==> config.mk <==
export PLATFORM = sky130hd
export DESIGN_NAME = signal_mixer_seq_flat
export DESIGN_NICKNAME = d
export VERILOG_FILES = /design/src/rtl/signal_mixer_seq_if.sv /design/src/rtl/signal_mixer_seq.sv /design/src/flat_wrapper.sv
export SDC_FILE = /design/constraint.sdc
export NUM_CORES = 1
export LEC_CHECK = 0
export ABC_AREA = 1
export CAP_MARGIN = 20
export CELL_PAD_IN_SITES_DETAIL_PLACEMENT = 1
export CELL_PAD_IN_SITES_GLOBAL_PLACEMENT = 2
export CORE_UTILIZATION = 36
export DETAILED_ROUTE_END_ITERATION = 8
export PLACE_DENSITY = 0.89
export SYNTH_ARGS = -nofsm -noshare
export SYNTH_HDL_FRONTEND = slang
export SYNTH_SLANG_ARGS = --single-unit
==> constraint.sdc <==
create_clock -name clk -period 8.95 [get_ports clk]
set_clock_uncertainty 0.15 [all_clocks]
set_input_delay 0.895 -clock clk [delete_from_list [all_inputs] [get_ports clk]]
set_output_delay 0.895 -clock clk [all_outputs]
set_load 0.1 [all_outputs]
==> src/rtl/signal_mixer_seq_if.sv <==
// signal_mixer_seq_if -- bus between the voice generators / control logic
// (master side) and the time-multiplexed mixer (slave side).
//
// Signals (direction seen from the mixer):
//   sample_strobe  in   one-cycle pulse that starts a mix
//   samples_in     in   packed unsigned samples, channel i at [i*SAMPLE_W +: SAMPLE_W]
//   sample_enable  in   per-channel enable
//   gain           in   packed per-channel gain, unity = 2^(GAIN_W-1)
//   saturate       in   1 = clamp the output, 0 = wrap
//   clear_overrun  in   clears the sticky overrun flag
//   sample_out     out  mixed sample, held until the next result
//   out_valid      out  one-cycle pulse when sample_out updates
//   busy           out  mix in progress
//   active_count   out  enabled channels in the last completed mix
//   overrun        out  sticky: a strobe arrived while busy
interface signal_mixer_seq_if #(
  parameter int NUM_CH   = 12,
  parameter int SAMPLE_W = 8,
  parameter int GAIN_W   = 4
);
  localparam int CNT_W = $clog2(NUM_CH + 1);

  logic                         sample_strobe;
  logic [NUM_CH*SAMPLE_W-1:0]   samples_in;
  logic [NUM_CH-1:0]            sample_enable;
  logic [NUM_CH*GAIN_W-1:0]     gain;
  logic                         saturate;
  logic                         clear_overrun;
  logic [SAMPLE_W-1:0]          sample_out;
  logic                         out_valid;
  logic                         busy;
  logic [CNT_W-1:0]             active_count;
  logic                         overrun;

  modport master (
    output sample_strobe, samples_in, sample_enable, gain, saturate, clear_overrun,
    input  sample_out, out_valid, busy, active_count, overrun
  );

  modport slave (
    input  sample_strobe, samples_in, sample_enable, gain, saturate, clear_overrun,
    output sample_out, out_valid, busy, active_count, overrun
  );
endinterface

==> src/rtl/signal_mixer_seq.sv <==
// signal_mixer_seq -- time-multiplexed audio mixer.
//
// Sums NUM_CH unsigned samples, each scaled by its own gain, into one output
// sample. A sample_strobe latches all inputs into shadow registers, then one
// channel per clock goes through a single multiply-accumulate. The final sum
// is scaled back by the unity-gain shift plus OUT_SHIFT and either wrapped or
// saturated to SAMPLE_W bits.
//
// Ports:
//   clk  system clock, rising edge
//   rst  synchronous, active-high reset
//   bus  signal_mixer_seq_if.slave (strobe, samples, enables, gains, mode,
//        overrun clear in; sample_out, out_valid, busy, active_count,
//        overrun out)
//
// Latency: strobe sampled at edge E -> out_valid visible after edge
// E+NUM_CH+1; one mix every NUM_CH+2 cycles, back-to-back allowed.
module signal_mixer_seq #(
  parameter int NUM_CH    = 12,
  parameter int SAMPLE_W  = 8,
  parameter int GAIN_W    = 4,
  parameter int OUT_SHIFT = 0
) (
  input  logic                 clk,
  input  logic                 rst,
  signal_mixer_seq_if.slave    bus
);

  localparam int IDX_W  = $clog2(NUM_CH);
  localparam int CNT_W  = $clog2(NUM_CH + 1);
  localparam int PROD_W = SAMPLE_W + GAIN_W;
  localparam int ACC_W  = SAMPLE_W + GAIN_W + $clog2(NUM_CH);
  localparam int SHIFT  = GAIN_W - 1 + OUT_SHIFT;

  localparam logic [IDX_W-1:0] LAST_IDX = IDX_W'(NUM_CH - 1);

  typedef enum logic [1:0] {
    IDLE  = 2'd0,
    ACCUM = 2'd1,
    DONE  = 2'd2
  } state_t;

  state_t state;

  // Final scaling: anything above the SAMPLE_W range is either dropped
  // (wrap) or clamped to full scale (saturate).
  function automatic logic [SAMPLE_W-1:0] out_sat(input logic [ACC_W-1:0] r,
                                                  input logic sat);
    if (sat && (|r[ACC_W-1:SAMPLE_W]))
      return '1;
    else
      return r[SAMPLE_W-1:0];
  endfunction

  // Stage p0: shadow copies of the mix inputs, captured on an accepted strobe
  logic [SAMPLE_W-1:0] smp_p0 [NUM_CH];
  logic [GAIN_W-1:0]   gn_p0  [NUM_CH];
  logic [NUM_CH-1:0]   en_p0;
  logic                sat_p0;

  logic accept;
  assign accept = (state == IDLE) && bus.sample_strobe;

  always_ff @(posedge clk) begin
    if (accept) begin
      for (int i = 0; i < NUM_CH; i++) begin
        smp_p0[i] <= bus.samples_in[i*SAMPLE_W +: SAMPLE_W];
        gn_p0[i]  <= bus.gain[i*GAIN_W +: GAIN_W];
      end
      en_p0  <= bus.sample_enable;
      sat_p0 <= bus.saturate;
    end
  end

  // Stage p1: multiply-accumulate on the channel selected by idx
  logic [IDX_W-1:0]  idx;
  logic [CNT_W-1:0]  cnt;
  logic [ACC_W-1:0]  acc;
  logic [PROD_W-1:0] prod;

  always_comb begin
    prod = '0;
    prod = PROD_W'(smp_p0[idx]) * PROD_W'(gn_p0[idx]);
  end

  // Stage p2: registered outputs
  logic [SAMPLE_W-1:0] sample_out_r;
  logic                out_valid_r;
  logic                busy_r;
  logic [CNT_W-1:0]    active_count_r;
  logic                overrun_r;

  always_ff @(posedge clk) begin
    if (rst) begin
      state          <= IDLE;
      acc            <= '0;
      idx            <= '0;
      cnt            <= '0;
      sample_out_r   <= '0;
      out_valid_r    <= 1'b0;
      busy_r         <= 1'b0;
      active_count_r <= '0;
      overrun_r      <= 1'b0;
    end else begin
      out_valid_r <= 1'b0;

      // Written after the clear so that a same-cycle overrun event wins.
      if (bus.clear_overrun)
        overrun_r <= 1'b0;
      if (bus.sample_strobe && (state != IDLE))
        overrun_r <= 1'b1;

      case (state)
        IDLE: begin
          if (bus.sample_strobe) begin
            acc    <= '0;
            idx    <= '0;
            cnt    <= '0;
            busy_r <= 1'b1;
            state  <= ACCUM;
          end
        end

        ACCUM: begin
          if (en_p0[idx]) begin
            acc <= acc + ACC_W'(prod);
            cnt <= cnt + CNT_W'(1);
          end
          if (idx == LAST_IDX) begin
            // Park idx at 0 so the array lookup stays in range during DONE.
            idx   <= '0;
            state <= DONE;
          end else begin
            idx <= idx + IDX_W'(1);
          end
        end

        DONE: begin
          sample_out_r   <= out_sat(acc >> SHIFT, sat_p0);
          active_count_r <= cnt;
          out_valid_r    <= 1'b1;
          busy_r         <= 1'b0;
          state          <= IDLE;
        end

        default: begin
          busy_r <= 1'b0;
          state  <= IDLE;
        end
      endcase
    end
  end

  assign bus.sample_out   = sample_out_r;
  assign bus.out_valid    = out_valid_r;
  assign bus.busy         = busy_r;
  assign bus.active_count = active_count_r;
  assign bus.overrun      = overrun_r;

endmodule

==> src/flat_wrapper.sv <==
// flat-port wrapper written by rule: the top's interface ports become plain ports
module signal_mixer_seq_flat 
#(
  parameter int NUM_CH    = 12,
  parameter int SAMPLE_W  = 8,
  parameter int GAIN_W    = 4,
  parameter int OUT_SHIFT = 0
)
  (clk, rst, bus_sample_strobe, bus_samples_in, bus_sample_enable, bus_gain, bus_saturate, bus_clear_overrun, bus_sample_out, bus_out_valid, bus_busy, bus_active_count, bus_overrun);
  signal_mixer_seq_if #(.NUM_CH(NUM_CH), .SAMPLE_W(SAMPLE_W), .GAIN_W(GAIN_W)) bus_i ();
  input  logic clk;
  input  logic rst;
  input wire logic [$bits(bus_i.sample_strobe)-1:0] bus_sample_strobe;
  input wire logic [$bits(bus_i.samples_in)-1:0] bus_samples_in;
  input wire logic [$bits(bus_i.sample_enable)-1:0] bus_sample_enable;
  input wire logic [$bits(bus_i.gain)-1:0] bus_gain;
  input wire logic [$bits(bus_i.saturate)-1:0] bus_saturate;
  input wire logic [$bits(bus_i.clear_overrun)-1:0] bus_clear_overrun;
  output wire logic [$bits(bus_i.sample_out)-1:0] bus_sample_out;
  output wire logic [$bits(bus_i.out_valid)-1:0] bus_out_valid;
  output wire logic [$bits(bus_i.busy)-1:0] bus_busy;
  output wire logic [$bits(bus_i.active_count)-1:0] bus_active_count;
  output wire logic [$bits(bus_i.overrun)-1:0] bus_overrun;
  assign bus_i.sample_strobe = bus_sample_strobe;
  assign bus_i.samples_in = bus_samples_in;
  assign bus_i.sample_enable = bus_sample_enable;
  assign bus_i.gain = bus_gain;
  assign bus_i.saturate = bus_saturate;
  assign bus_i.clear_overrun = bus_clear_overrun;
  assign bus_sample_out = bus_i.sample_out;
  assign bus_out_valid = bus_i.out_valid;
  assign bus_busy = bus_i.busy;
  assign bus_active_count = bus_i.active_count;
  assign bus_overrun = bus_i.overrun;
  signal_mixer_seq #(.NUM_CH(NUM_CH), .SAMPLE_W(SAMPLE_W), .GAIN_W(GAIN_W), .OUT_SHIFT(OUT_SHIFT)) u_core (.clk(clk), .rst(rst), .bus(bus_i));
endmodule
==> flow_metrics.env <==
export IMPL_hold_ws_ps=318
export IMPL_drtIter0Drc=390
export IMPL_dp_slack_ps=3200
export IMPL_io_buffers=175
export IMPL_synthArstFlopShare_pct=0
export IMPL_post_cts_setup_buffer_count=0
export IMPL_cts_clk_slew_worst_paths_ps=60
export IMPL_power_leakage_uw=0.00478
export IMPL_layout_min_cycle_time_ps=5770
export IMPL_via_count=7205
export IMPL_setup_tns_final_ps=0
export IMPL_initial_utilization_pct=36.6
export IMPL_fin_ws_ps=3180
export IMPL_fin_util_pct=47.3
export IMPL_wirelength_um=26300
export IMPL_ir_worst_vdd_mv=0.125
export IMPL_hold_path_end="u_core.bus.busy"
export IMPL_arrival_ps=6020
export IMPL_gp_congestion=0.806
export IMPL_rsz0062_at_grt="no"
export IMPL_final_nets=1303
export IMPL_clkLatencyLatePin_ps=520
export IMPL_power_uw=2830
export IMPL_min_from="u_core.bus.busy"
export IMPL_drive_above_1_share_pct=5.75
export IMPL_fmax_mhz=173
export IMPL_syn_area_um2=9480
export IMPL_max_clock_path_buffers=3
export IMPL_antenna_found_initial=0
export IMPL_num_antenna_cells=0
export IMPL_crit_type="reg -> reg"
export IMPL_clock_sinks=202
export IMPL_coreArea_um2=25900
export IMPL_htree_levels=1
export IMPL_overflow=0
export IMPL_dieArea_um2=27000
export IMPL_cts_hold_buf=0
export IMPL_synth_cells=926
export IMPL_max_slew_margin_pct=32.4
export IMPL_postRouteAntennaNets=0
export IMPL_r2r_slack_ps=3180
export IMPL_yosysWarnings=0
export IMPL_fp_row_count=59
export IMPL_finalSetupViolations=0
export IMPL_p_per_area_nw_per_um2=231
export IMPL_drt_first_pass_iters=4
export IMPL_fp_dieH_um=164
export IMPL_reg2regPathDepth=25
export IMPL_clockRootBuffer="clkbuf_16"
export IMPL_wl_per_cell_um=18.2
export IMPL_ios=176
export IMPL_tritoncts="yes"
export IMPL_hold_class="reg -> reg"
export IMPL_grt_pass1_vias=7627
export IMPL_dieWidth_um=164
export IMPL_hold_viol_final=0
export IMPL_numCtsBuffers=23
export IMPL_synth_ff_type="edfxtp_1"
export IMPL_final_max_slew_viol_count=0
export IMPL_worst_pin_slew_ps=1010
export IMPL_worst_setup_path_end_kind="flip-flop"
export IMPL_dpl_hpwl_um=19200
export IMPL_synthesis_nets=1132
export IMPL_area_growth_synth_to_final_pct=29.2
export IMPL_synth_edf_count=157
export IMPL_worstSetupStartpointType="flip-flop"
export IMPL_gr_usage_all_layers_pct=20.1
export IMPL_drc=0
export IMPL_holdPathStages=2
export IMPL_seq_area_frac_synth_pct=59.2
export IMPL_yosysUniqueCellTypes=41
export IMPL_syn_area_per_cell_um2=10.2
export IMPL_grt_pass1_wl_um=41300
export IMPL_rr_endpoint="u_core.acc[9]"
export IMPL_required_ps=9200
export IMPL_ys_seq_elements=202
export IMPL_path_max_fanout=72
export IMPL_period_share_pct=64.5
export IMPL_cap_viol_max_count=0
export IMPL_status="complete, no violations"
export IMPL_cts_resized=0
export IMPL_grt_max_degree=82
export IMPL_via_per_inst=4.97
[kinds of logic (layout without fill, tap and decap cells)]
family | after synthesis | count (layout) | synth area share (%)
xor+xnor | 2 | 2 | 0.185
compound gates | 175 | 175 | 10.7
flops | 202 | 202 | 59.2
buf+inv | 142 | 330 | 6.48
fa+ha+maj | 45 | 45 | 7.60
simple gates | 360 | 360 | 15.8
[flip-flops by register name, indices dropped and copies added, names as in the netlist, 2 cells and up, named ones only]
register                 count
u_core.smp_p0               96
u_core.bus.active_count      4
u_core.gn_p0                48
u_core.acc                  16
u_core.bus.sample_out        8
u_core.en_p0                12
u_core.cnt                   4
u_core.state                 2
u_core.idx                   4
[cell usage in the layout (no fill, tap or decap), types with 2 or more instances in the layout]
cell type,instances
nor3_1,3
clkdlybuf4s50_1,175
nand2_4,3
clkinv_1,8
a21oi_1,22
inv_1,100
nand3_2,4
and2_1,2
nand4_1,11
o21ai_0,89
clkbuf_16,23
dfxtp_1,44
nand2_2,4
o221ai_1,13
inv_6,3
o211ai_1,5
clkinv_2,4
fa_1,21
nor2_1,156
clkinvlp_4,3
xor2_1,2
nand2_1,138
a31oi_1,9
nand3_1,36
nand3b_1,2
ha_1,24
inv_2,3
o21ai_1,11
o32ai_1,2
bufinv_16,3
o22ai_1,16
a21oi_2,3
edfxtp_1,157
buf_4,5
[cell type report]
cell class | instances | area [um^2]
Sequential cell | 202 | 5620
Clock buffer | 24 | 579
Inverter | 108 | 418
Clock inverter | 18 | 173
Timing Repair Buffer | 180 | 1790
Tap cell | 335 | 419
Multi-Input combinational cell | 582 | 3250
Fill cell | 2816 | 13700
[critical path: stages, from the launching register on]
cell	delay [ps]
dfxtp_2	820
buf_4	450
inv_4	310
nor2_1	180
nor2_1	50
o21ai_0	110
o211ai_1	140
o21ai_1	180
nand2_1	140
nand2_1	130
nor2_1	90
fa_1	510
fa_1	550
inv_1	50
fa_1	520
inv_1	40
ha_1	340
nand2_1	110
nor2_1	160
nand3_1	90
nand2_1	90
nand2_1	50
nand2_1	60
nor2_1	40
o21ai_0	170
nor2_1	60
[power breakdown]
group          internal (uW)  switching (uW)  leakage (uW)  total (uW)
registers               1080            27.8       0.00187        1110
logic                    294             494       0.00255         788
clock network            557             379      0.000361         937
total                   1930             902       0.00478        2830
[through the flow]
step / instances / cell area [um^2]
floorplan: 926 / 9480
global placement: 1407 / 11500
detailed placement: 1407 / 11500
CTS: 1449 / 12200
global route: 1449 / 12200
finish: 1449 / 12200
[synthesized netlist by cell type (2+ instances only)]
master	number	area share, %
a21oi_1	22	1.2
a21oi_2	3	0.28
a31oi_1	9	0.59
and2_1	2	0.13
buf_2	10	0.53
buf_4	6	0.48
buf_6	5	0.59
clkbuf_1	11	0.44
clkinv_1	2	0.079
dfxtp_1	45	9.5
edfxtp_1	157	50
fa_1	21	4.4
ha_1	24	3.2
inv_1	101	4.0
inv_2	3	0.12
nand2_1	138	5.5
nand2_2	4	0.26
nand2_4	3	0.36
nand3_1	36	1.9
nand3_2	4	0.42
nand3b_1	2	0.16
nand4_1	11	0.73
nor2_1	156	6.2
nor3_1	3	0.16
o211ai_1	5	0.40
o21ai_0	89	4.7
o21ai_1	11	0.58
o221ai_1	13	1.2
o22ai_1	16	1.1
o32ai_1	2	0.18
xor2_1	2	0.18
[worst max path at each step]
stage	start	slack, ps	endpoint
finish	flip-flop	3180	u_core.acc[9]
global route	flip-flop	2600	u_core.acc[9]
CTS	flip-flop	3160	u_core.acc[9]
detailed placement	flip-flop	3200	u_core.acc[9]
global placement	flip-flop	3340	u_core.acc[9]
floorplan	bus_sample_strobe	4220	u_core.en_p0[0]
[metal layers]
metal,up-vias,part of all wire [%],global-route usage (%)
met3,42,4.5,3.18
met4,0,2.8,6.82
met1,3474,44,25.7
met5,-,0,0
li1,3503,-,-
met2,186,49,34.6
No activity file was read; power rests on OpenSTA's default activity.
